===== config.mk =====
export PLATFORM = sky130hd
export DESIGN_NAME = traffic_light_monitor
export DESIGN_NICKNAME = d
export VERILOG_FILES = /design/src/rtl/traffic_light_monitor.sv
export SDC_FILE = /design/constraint.sdc
export NUM_CORES = 1
export LEC_CHECK = 0
export CORE_ASPECT_RATIO = 1.5
export CORE_MARGIN = 1.5
export CORE_UTILIZATION = 52
export DETAILED_ROUTE_END_ITERATION = 8
export GPL_ROUTABILITY_DRIVEN = 0
export PLACE_DENSITY = 0.86
export RECOVER_POWER = 100
export SYNTH_ARGS = -nofsm -noshare
export SYNTH_HDL_FRONTEND = slang
export SYNTH_SLANG_ARGS = --single-unit

===== constraint.sdc =====
create_clock -name clk -period 10.2 [get_ports clk]
set_input_delay 2.04 -clock clk [delete_from_list [all_inputs] [get_ports clk]]
set_output_delay 2.04 -clock clk [all_outputs]
set_load 0.01 [all_outputs]

===== src/rtl/traffic_light_monitor.sv =====
// traffic_light_monitor
// Passive protocol checker for the two-lane traffic-light output interface.
// Decodes the lamp vector {Xa,Va,Da,Xb,Vb,Db} into a phase, then checks
// phase legality, phase order and per-phase dwell time. It also decodes the
// four active-low 7-segment digit codes. Violations raise sticky fault flags.
//
// Ports:
//   clk, reset            clock (rising edge), synchronous active-high reset
//   Xa,Va,Da / Xb,Vb,Db   lane A / lane B green, yellow, red lamps
//   segA1,segA0,segB1,segB0  active-low digit codes, bit6..bit0 = a..g
//   clr_fault             synchronous clear of the sticky faults
//   phase, phase_valid    decoded phase (0=AG 1=AY 2=BG 3=BY) and legality
//   dispA, dispB          decoded display values 0..99
//   seg_err, fault_conflict, fault_sequence, fault_timing  sticky faults
//   cycles_done           completed clean AG..BY rotations
//
// Optional feature: define MON_STATS_EN to build the rotation counter.
// Without it, cycles_done is tied to 0.
// All outputs are registered, so they show the inputs sampled at the
// previous rising edge.
module traffic_light_monitor #(
  parameter int GREEN_CYC  = 16,
  parameter int YELLOW_CYC = 4,
  parameter int CNT_W      = 8
) (
  input  logic        clk,
  input  logic        reset,
  input  logic        Xa,
  input  logic        Va,
  input  logic        Da,
  input  logic        Xb,
  input  logic        Vb,
  input  logic        Db,
  input  logic [6:0]  segA1,
  input  logic [6:0]  segA0,
  input  logic [6:0]  segB1,
  input  logic [6:0]  segB0,
  input  logic        clr_fault,
  output logic [1:0]  phase,
  output logic        phase_valid,
  output logic [6:0]  dispA,
  output logic [6:0]  dispB,
  output logic        seg_err,
  output logic        fault_conflict,
  output logic        fault_sequence,
  output logic        fault_timing,
  output logic [15:0] cycles_done
);

  typedef enum logic [1:0] {PH_AG = 2'd0, PH_AY = 2'd1, PH_BG = 2'd2, PH_BY = 2'd3} phase_e;
  typedef enum logic {WAIT_FIRST, TRACK} state_e;

  state_e             state_q, state_d;
  phase_e             prev_q, prev_d;     // phase currently being timed
  logic [CNT_W-1:0]   dwell_q, dwell_d;
  logic               first_q, first_d;   // prev_q is the first phase seen, so its dwell may be partial
  phase_e             lamp_ph;
  logic               lamp_legal, lamp_idle;
  logic               conflict_evt, seq_evt, tim_evt, seg_evt;
  logic [6:0]         dispA_d, dispB_d;

  // Decode one active-low digit code. Bit 4 flags a valid code. An unknown
  // code decodes as digit 0.
  function automatic logic [4:0] seg_dec(input logic [6:0] s);
    case (s)
      7'b0000001: return 5'h10;
      7'b1001111: return 5'h11;
      7'b0010010: return 5'h12;
      7'b0000110: return 5'h13;
      7'b1001100: return 5'h14;
      7'b0100100: return 5'h15;
      7'b0100000: return 5'h16;
      7'b0001111: return 5'h17;
      7'b0000000: return 5'h18;
      7'b0000100: return 5'h19;
      default:    return 5'h00;
    endcase
  endfunction

  function automatic logic [CNT_W-1:0] req_dwell(input phase_e p);
    return (p == PH_AG || p == PH_BG) ? CNT_W'(GREEN_CYC) : CNT_W'(YELLOW_CYC);
  endfunction

  always_comb begin
    // NOTE: every signal assigned in a combinational block gets a default first, so no path leaves it unassigned (no latch).
    lamp_ph    = PH_AG;
    lamp_legal = 1'b1;
    lamp_idle  = 1'b0;
    case ({Xa, Va, Da, Xb, Vb, Db})
      6'b100001: lamp_ph = PH_AG;
      6'b010001: lamp_ph = PH_AY;
      6'b001100: lamp_ph = PH_BG;
      6'b001010: lamp_ph = PH_BY;
      6'b000000: begin lamp_legal = 1'b0; lamp_idle = 1'b1; end
      default:   lamp_legal = 1'b0;
    endcase
  end

  always_comb begin
    logic [4:0] a1, a0, b1, b0;
    a1 = seg_dec(segA1);
    a0 = seg_dec(segA0);
    b1 = seg_dec(segB1);
    b0 = seg_dec(segB0);
    seg_evt = ~(a1[4] & a0[4] & b1[4] & b0[4]);
    dispA_d = {3'b000, a1[3:0]} * 7'd10 + {3'b000, a0[3:0]};
    dispB_d = {3'b000, b1[3:0]} * 7'd10 + {3'b000, b0[3:0]};
  end

  // Next-state logic for the sequence and dwell tracker.
  always_comb begin
    state_d      = state_q;
    prev_d       = prev_q;
    dwell_d      = dwell_q;
    first_d      = first_q;
    conflict_evt = 1'b0;
    seq_evt      = 1'b0;
    tim_evt      = 1'b0;
    case (state_q)
      WAIT_FIRST: begin
        if (lamp_legal) begin
          state_d = TRACK;
          prev_d  = lamp_ph;
          dwell_d = CNT_W'(1);
          first_d = 1'b1;
        end else if (!lamp_idle) begin
          conflict_evt = 1'b1;
        end
      end
      TRACK: begin
        if (!lamp_legal) begin
          // Illegal or IDLE vectors are ignored for timing, so the dwell count holds.
          conflict_evt = 1'b1;
        end else if (lamp_ph == prev_q) begin
          if (dwell_q != '1) dwell_d = dwell_q + CNT_W'(1);
        end else begin
          seq_evt = (lamp_ph != phase_e'(prev_q + 2'd1));
          tim_evt = !first_q && (dwell_q != req_dwell(prev_q));
          prev_d  = lamp_ph;
          dwell_d = CNT_W'(1);
          first_d = 1'b0;
        end
      end
      default: state_d = WAIT_FIRST;
    endcase
  end

  always_ff @(posedge clk) begin
    // NOTE: sequential state uses non-blocking assignments only; the synchronous reset is checked first, inside the clocked block.
    if (reset) begin
      state_q        <= WAIT_FIRST;
      prev_q         <= PH_AG;
      dwell_q        <= '0;
      first_q        <= 1'b0;
      phase          <= 2'd0;
      phase_valid    <= 1'b0;
      dispA          <= '0;
      dispB          <= '0;
      seg_err        <= 1'b0;
      fault_conflict <= 1'b0;
      fault_sequence <= 1'b0;
      fault_timing   <= 1'b0;
    end else begin
      state_q     <= state_d;
      prev_q      <= prev_d;
      dwell_q     <= dwell_d;
      first_q     <= first_d;
      phase_valid <= lamp_legal;
      if (lamp_legal) phase <= lamp_ph;
      dispA       <= dispA_d;
      dispB       <= dispB_d;
      // When a new fault and clr_fault arrive in the same cycle, the new fault wins.
      seg_err        <= seg_evt      | (seg_err        & ~clr_fault);
      fault_conflict <= conflict_evt | (fault_conflict & ~clr_fault);
      fault_sequence <= seq_evt      | (fault_sequence & ~clr_fault);
      fault_timing   <= tim_evt      | (fault_timing   & ~clr_fault);
    end
  end

`ifdef MON_STATS_EN
  logic        rot_ok;   // clean since the last AG entry
  logic [15:0] rot_cnt;
  logic        any_evt, ag_entry, by_to_ag;

  always_comb begin
    any_evt  = conflict_evt | seq_evt | tim_evt | seg_evt;
    ag_entry = lamp_legal && (lamp_ph == PH_AG) &&
               (state_q == WAIT_FIRST || prev_q != PH_AG);
    by_to_ag = (state_q == TRACK) && lamp_legal && (lamp_ph == PH_AG) && (prev_q == PH_BY);
  end

  // A fault raised inside a rotation clears rot_ok. The phase-order check
  // means a clean BY->AG can only follow AY, BG and BY after the AG entry.
  always_ff @(posedge clk) begin
    if (reset) begin
      rot_ok  <= 1'b0;
      rot_cnt <= '0;
    end else begin
      if (by_to_ag && rot_ok && !any_evt && rot_cnt != 16'hFFFF)
        rot_cnt <= rot_cnt + 16'd1;
      if (ag_entry)     rot_ok <= !any_evt;
      else if (any_evt) rot_ok <= 1'b0;
    end
  end

  assign cycles_done = rot_cnt;
`else
  assign cycles_done = 16'd0;
`endif

endmodule


==> results of run 1 <==
==> kinds of logic after synthesis <==
logic type               count (synthesis)  synth area share (%)
XOR/XNOR                                19                  6.37
multiplexers                             1                 0.383
flip-flops                              33                  25.3
buffers and inverters                   47                  9.05
AO/OA/AOI/OAI                           69                  18.5
other                                    1                 0.143
AND/OR/NAND/NOR                        148                  32.4
adder cells (fa/ha/maj)                 14                  7.85
==> synthesized netlist by cell type, types with 3 or more instances <==
cell      number  area (um2)
a21o_1         5        37.5
a21oi_1       18        90.1
a31oi_1        6        37.5
and3_1         5        31.3
buf_4         16         120
clkbuf_1      15        56.3
dfxtp_1       33         661
fa_1           4        80.1
ha_1          10         125
inv_1         14        52.6
nand2_1       21        78.8
nand2b_1       4        25.0
nand3_1        6        30.0
nand3b_1       5        37.5
nand4_1        9        56.3
nand4b_1       5        43.8
nor2_1        30         113
nor2b_1        9        56.3
nor3_1        20         100
nor3b_1        3        22.5
nor4_1         4        25.0
nor4b_1        5        43.8
o21a_1         3        22.5
o21ai_0       11        55.1
or3_1          6        37.5
xnor2_1       10        87.6
xor2_1         9        78.8
==> per-layer routing <==
| metal | wire [um] | vias up | global-route usage [%] |
|---|---|---|---|
| met5 | 0 | - | 0 |
| met2 | 3220 | 77 | 42.2 |
| met1 | 2270 | 1167 | 25.0 |
| met3 | 309 | 12 | 5.32 |
| li1 | - | 1277 | - |
| met4 | 96 | 0 | 5.62 |
==> worst paths after layout <==
kind,to,startpoint,cells after the start,slack (ns)
max,dispA[6],segA1[2],11,5.05
max reg2reg,dwell_q[1],dwell_q[0],5,8.57
min,phase[0],phase[0],2,0.45
min reg2reg,phase[0],phase[0],2,0.45
==> registers in the layout, summed over array words and instances, names as in the netlist <==
register        flops
fault_timing        1
prev_q              2
phase               2
fault_conflict      1
seg_err             1
dwell_q             8
dispB               7
fault_sequence      1
state_q             1
phase_valid         1
dispA               7
first_q             1
==> worst min-delay path: stages (launching register included) <==
cell     delay [ns]
dfxtp_1        0.31
nand2_1        0.05
a21oi_1        0.05
==> metrics by stage <==
step	utilization [%]	instances	area [um2]
2_1_floorplan	-	347	2670
5_1_grt	66.6	445	3230
3_5_place_dp	64.7	437	3140
6_report	66.6	445	3230
3_3_place_gp	64.7	437	3140
4_1_cts	66.8	445	3240
==> where the power goes <==
group / internal, mW / switching (mW) / total (mW)
sequential: 0.131 / 0.00154 / 0.133
combinational: 0.0261 / 0.0313 / 0.0574
clock: 0.0609 / 0.0475 / 0.108
total: 0.218 / 0.0803 / 0.299
==> area by class of cell <==
cell class	count	share of cell area (%)
repair buffers	57	17.7
clock inverters	1	0.155
well taps	66	2.56
inverters	14	1.63
clock buffers	7	2.99
multi-input cells	267	54.5
flip-flops and latches	33	20.5
==> placed cells by master (no fill, tap or decap), types with 10 or more instances in the layout <==
| master | count |
|---|---|
| dfxtp_1 | 33 |
| xnor2_1 | 10 |
| clkdlybuf4s50_1 | 28 |
| o21ai_0 | 12 |
| conb_1 | 16 |
| ha_1 | 10 |
| inv_1 | 14 |
| dlygate4sd3_1 | 29 |
| nand2_1 | 21 |
| nor2_1 | 30 |
| a21oi_1 | 18 |
| nor3_1 | 20 |
==> results.cfg, run 1 <==
[floorplanning]
rows = 31
dieWidth_um = 60.9
io_pins = 74
dieArea_um2 = 5470
coreArea_um2 = 4850
fp.dieH_um = 89.8
start_util_pct = 53.9

[critical_path]
slowest_delay_ns = 0.74
cpLargestDelayFamily = adder cells
worstPathRequired_ns = 10.33
critPathMaxFanout = 5
cp-end-kind = flop
worst-path-buf-inv = 2
cp_slowest_cell = o311ai_0
critPathKind = input port to flop
setup.worst_path.start_class = input port
arrival_ns = 5.27
path_cells = dlygate4sd3_1 > nor2b_1 > nand4_1 > o311ai_0 > ha_1 > ha_1 > inv_1 > fa_1 > nor2b_1 > a21o_1 > a21oi_1

[yosys]
netlist_area_um2 = 2610
ys_types = 60
async_flop_share_pct = 0
synthCells = 332
ys_seq_area_share_pct = 25.3
ys.flop_type = dfxtp_1
syn_area_per_cell_um2 = 7.87
ys_ff_latch = 33
yosys_warnings = 0
synth-edff-count = 0

[sta]
setup_viol = 0
tightestPinTransition_ns = 1.11
finalClockSkew_ns = 0.00373
finalCriticalPeriod_ns = 5.15
slew_headroom_pct = 25.0
max_freq_ghz = 0.194
drv_slew = 0
setup_ws_ns = 5.05
rsz0062_at_grt = false
hold_violations = 0
hold_ws_ns = 0.452
final.setup.tns_ns = 0
finalCritPeriodShare_pct = 50.4

[finish]
antenna_cells = 0
multi_input_area_um2 = 1760
fill_cells = 430
final_net_count = 429
final_layout_size_suffix_gt1_share_pct = 2.64
area_growth_pct = 23.5
ff_latch_area_um2 = 661

[global_routing]
grt_pass1_wl_um = 10100
track_usage_pct = 22.9
overflow = 0
grt_max_degree = 31
antenna_found_initial = 0
grt_pass1_vias = 2394

[cts]
cts_setup_buffers = 0
htree_levels = 2
cts_resized = 0
holdBufCountCts = 0
cts-buffers-inserted = 5
clockBufferDepth = 2
path_clk_slew_ns = 0.07
cts_sinks = 33
cts_tree = yes
clkLatencyLatePin_ns = 0.29
cts_root_buffer = clkbuf_8

[power_and_ir_drop]
powerDensity_nw_per_um2 = 92.6
leakagePower_nw = 1.23
fin_total_pwr_mw = 0.299
irDropWorstVdd_v = 0.0000501

[route]
remaining_drc_errors = 0
drt-initial-drc-count = 98
wl_per_cell_um = 13.3
vias = 2533
viasPerCell = 5.69
drt-total-wl_um = 5900
ant_nets = 0
first_pass_iters = 5

[placed_design]
port_buffers = 57
preCtsSetupSlack_ns = 4.87
dp_hpwl_um = 4590

[worst_hold_path]
hold_path_class = flop to flop

[run_status]
status = finished clean

[run]
drv_cap = 0
(Power assumes the default switching activity.)
==> run 2, diff against run 1 <==
--- a/config.mk
+++ b/config.mk
@@ -7,10 +7,10 @@
 export LEC_CHECK = 0
 export CORE_ASPECT_RATIO = 1.5
 export CORE_MARGIN = 1.5
-export CORE_UTILIZATION = 52
+export CORE_UTILIZATION = 44
 export DETAILED_ROUTE_END_ITERATION = 8
 export GPL_ROUTABILITY_DRIVEN = 0
-export PLACE_DENSITY = 0.86
+export PLACE_DENSITY = 0.78
 export RECOVER_POWER = 100
 export SYNTH_ARGS = -nofsm -noshare
 export SYNTH_HDL_FRONTEND = slang
==> constraint.sdc (replaced) <==
create_clock -name clk -period 4.4 [get_ports clk]
set_input_delay 0.88 -clock clk [delete_from_list [all_inputs] [get_ports clk]]
set_output_delay 0.88 -clock clk [all_outputs]
set_load 0.01 [all_outputs]
==> results.cfg, run 2 (synthesis gave the netlist of run 1 again) <==
[route]
remaining_drc_errors = 0
viasPerCell = 5.65
drt-initial-drc-count = 130
wl_per_cell_um = 12.5
drt-total-wl_um = 5670
first_pass_iters = 4
ant_nets = 0
vias = 2558

[cts]
cts_root_buffer = clkbuf_8
cts-buffers-inserted = 5
path_clk_slew_ns = 0.07
htree_levels = 2
cts_sinks = 33
cts_setup_buffers = 0
clkLatencyLatePin_ns = 0.29
clockBufferDepth = 2
cts_tree = yes
cts_resized = 0
holdBufCountCts = 0

[power_and_ir_drop]
irDropWorstVdd_v = 0.000127
powerDensity_nw_per_um2 = 213
leakagePower_nw = 1.24

[sta]
slew_headroom_pct = 36.0
tightestPinTransition_ns = 0.950
drv_slew = 0
hold_violations = 0
setup_ws_ns = 0.514
finalCritPeriodShare_pct = 88.3
finalClockSkew_ns = 0.00697
rsz0062_at_grt = false
final.setup.tns_ns = 0
finalCriticalPeriod_ns = 3.89
max_freq_ghz = 0.257
setup_viol = 0

[floorplanning]
coreArea_um2 = 5790
dieWidth_um = 65.9
fp.dieH_um = 97.4
io_pins = 74
rows = 34
start_util_pct = 45.2
dieArea_um2 = 6420

[global_routing]
overflow = 0
antenna_found_initial = 0
grt_pass1_wl_um = 9670
track_usage_pct = 18.4
grt_max_degree = 17
grt_pass1_vias = 2294

[critical_path]
critPathKind = input port to flop
worstPathRequired_ns = 4.63
setup.worst_path.start_class = input port
arrival_ns = 4.12
critPathMaxFanout = 8
cp-end-kind = flop

[finish]
multi_input_area_um2 = 1760
final_net_count = 431
fill_cells = 589
final_layout_size_suffix_gt1_share_pct = 2.89
area_growth_pct = 24.2
ff_latch_area_um2 = 661
final_common_cell = dfxtp_1
antenna_cells = 0
reg_top3 = dwell_q: 8 flops, dispA: 7 flops, dispB: 7 flops
most-common-layout-cells = 33 x dfxtp_1, 30 x nor2_1, 30 x clkdlybuf4s50_1
regMostFlops = dwell_q
largest_reg_flops = 8

[run]
drv_cap = 0

[run_status]
status = finished clean

[placed_design]
preCtsSetupSlack_ns = 0.301
dp_hpwl_um = 4460
port_buffers = 57

[worst_hold_path]
hold_path_class = flop to flop
-- run 2: final timing paths --
kind,to,startpoint,cells past startpoint,slack (ns)
worst min-delay path,phase[0],phase[0],2,0.46
worst max-delay path,dispB[6],segB1[1],11,0.51
worst max register to register,dwell_q[7],dwell_q[0],5,2.78
worst min register to register,phase[0],phase[0],2,0.46
-- run 2: stage by stage --
step | utilization [%] | cell area [um2] | hold WS (ns) | instances | total power, mW
after detailed placement | 54.6 | 3160 | 0.456 | 445 | 0.451
after CTS | 56.4 | 3260 | 0.466 | 453 | 0.698
final | 56.1 | 3250 | 0.458 | 453 | 0.692
after floorplan | - | 2670 | 0.433 | 347 | 0.400
after global routing | 56.1 | 3250 | 0.482 | 453 | 0.722
after global placement | 54.6 | 3160 | 0.444 | 445 | 0.449
-- run 2: worst max-delay path, stage by stage --
cell	delay (ns)
dlygate4sd3_1	0.63
or3_1	0.44
o32ai_1	0.26
nor2b_1	0.25
ha_1	0.27
ha_1	0.20
inv_1	0.06
fa_1	0.43
nand2b_1	0.17
or4b_1	0.46
nand2_1	0.07
-- run 2: report_power, final --
group          internal [mW]  switching [mW]  total (mW)
Sequential             0.305         0.00374       0.308
Combinational         0.0614          0.0721       0.133
Clock                  0.141           0.109       0.251
Total                  0.507           0.185       0.692
-- run 2: per-layer routing --
metal  share of wire [%]  up-vias  GRT usage (%)
li1                    -     1277              -
met4                 1.8        0           5.97
met1                  42     1193           21.5
met5                   0        -              0
met2                  51       76           32.8
met3                 4.7       12           3.48
-- run 2: layout make-up --
| cell class | count | share of cell area, % |
|---|---|---|
| clock inverter | 1 | 0.154 |
| multi-input combinational | 267 | 54.2 |
| inverter | 14 | 1.62 |
| tap | 72 | 2.78 |
| sequential | 33 | 20.4 |
| clock buffer | 7 | 2.97 |
| timing repair buffer | 59 | 17.9 |
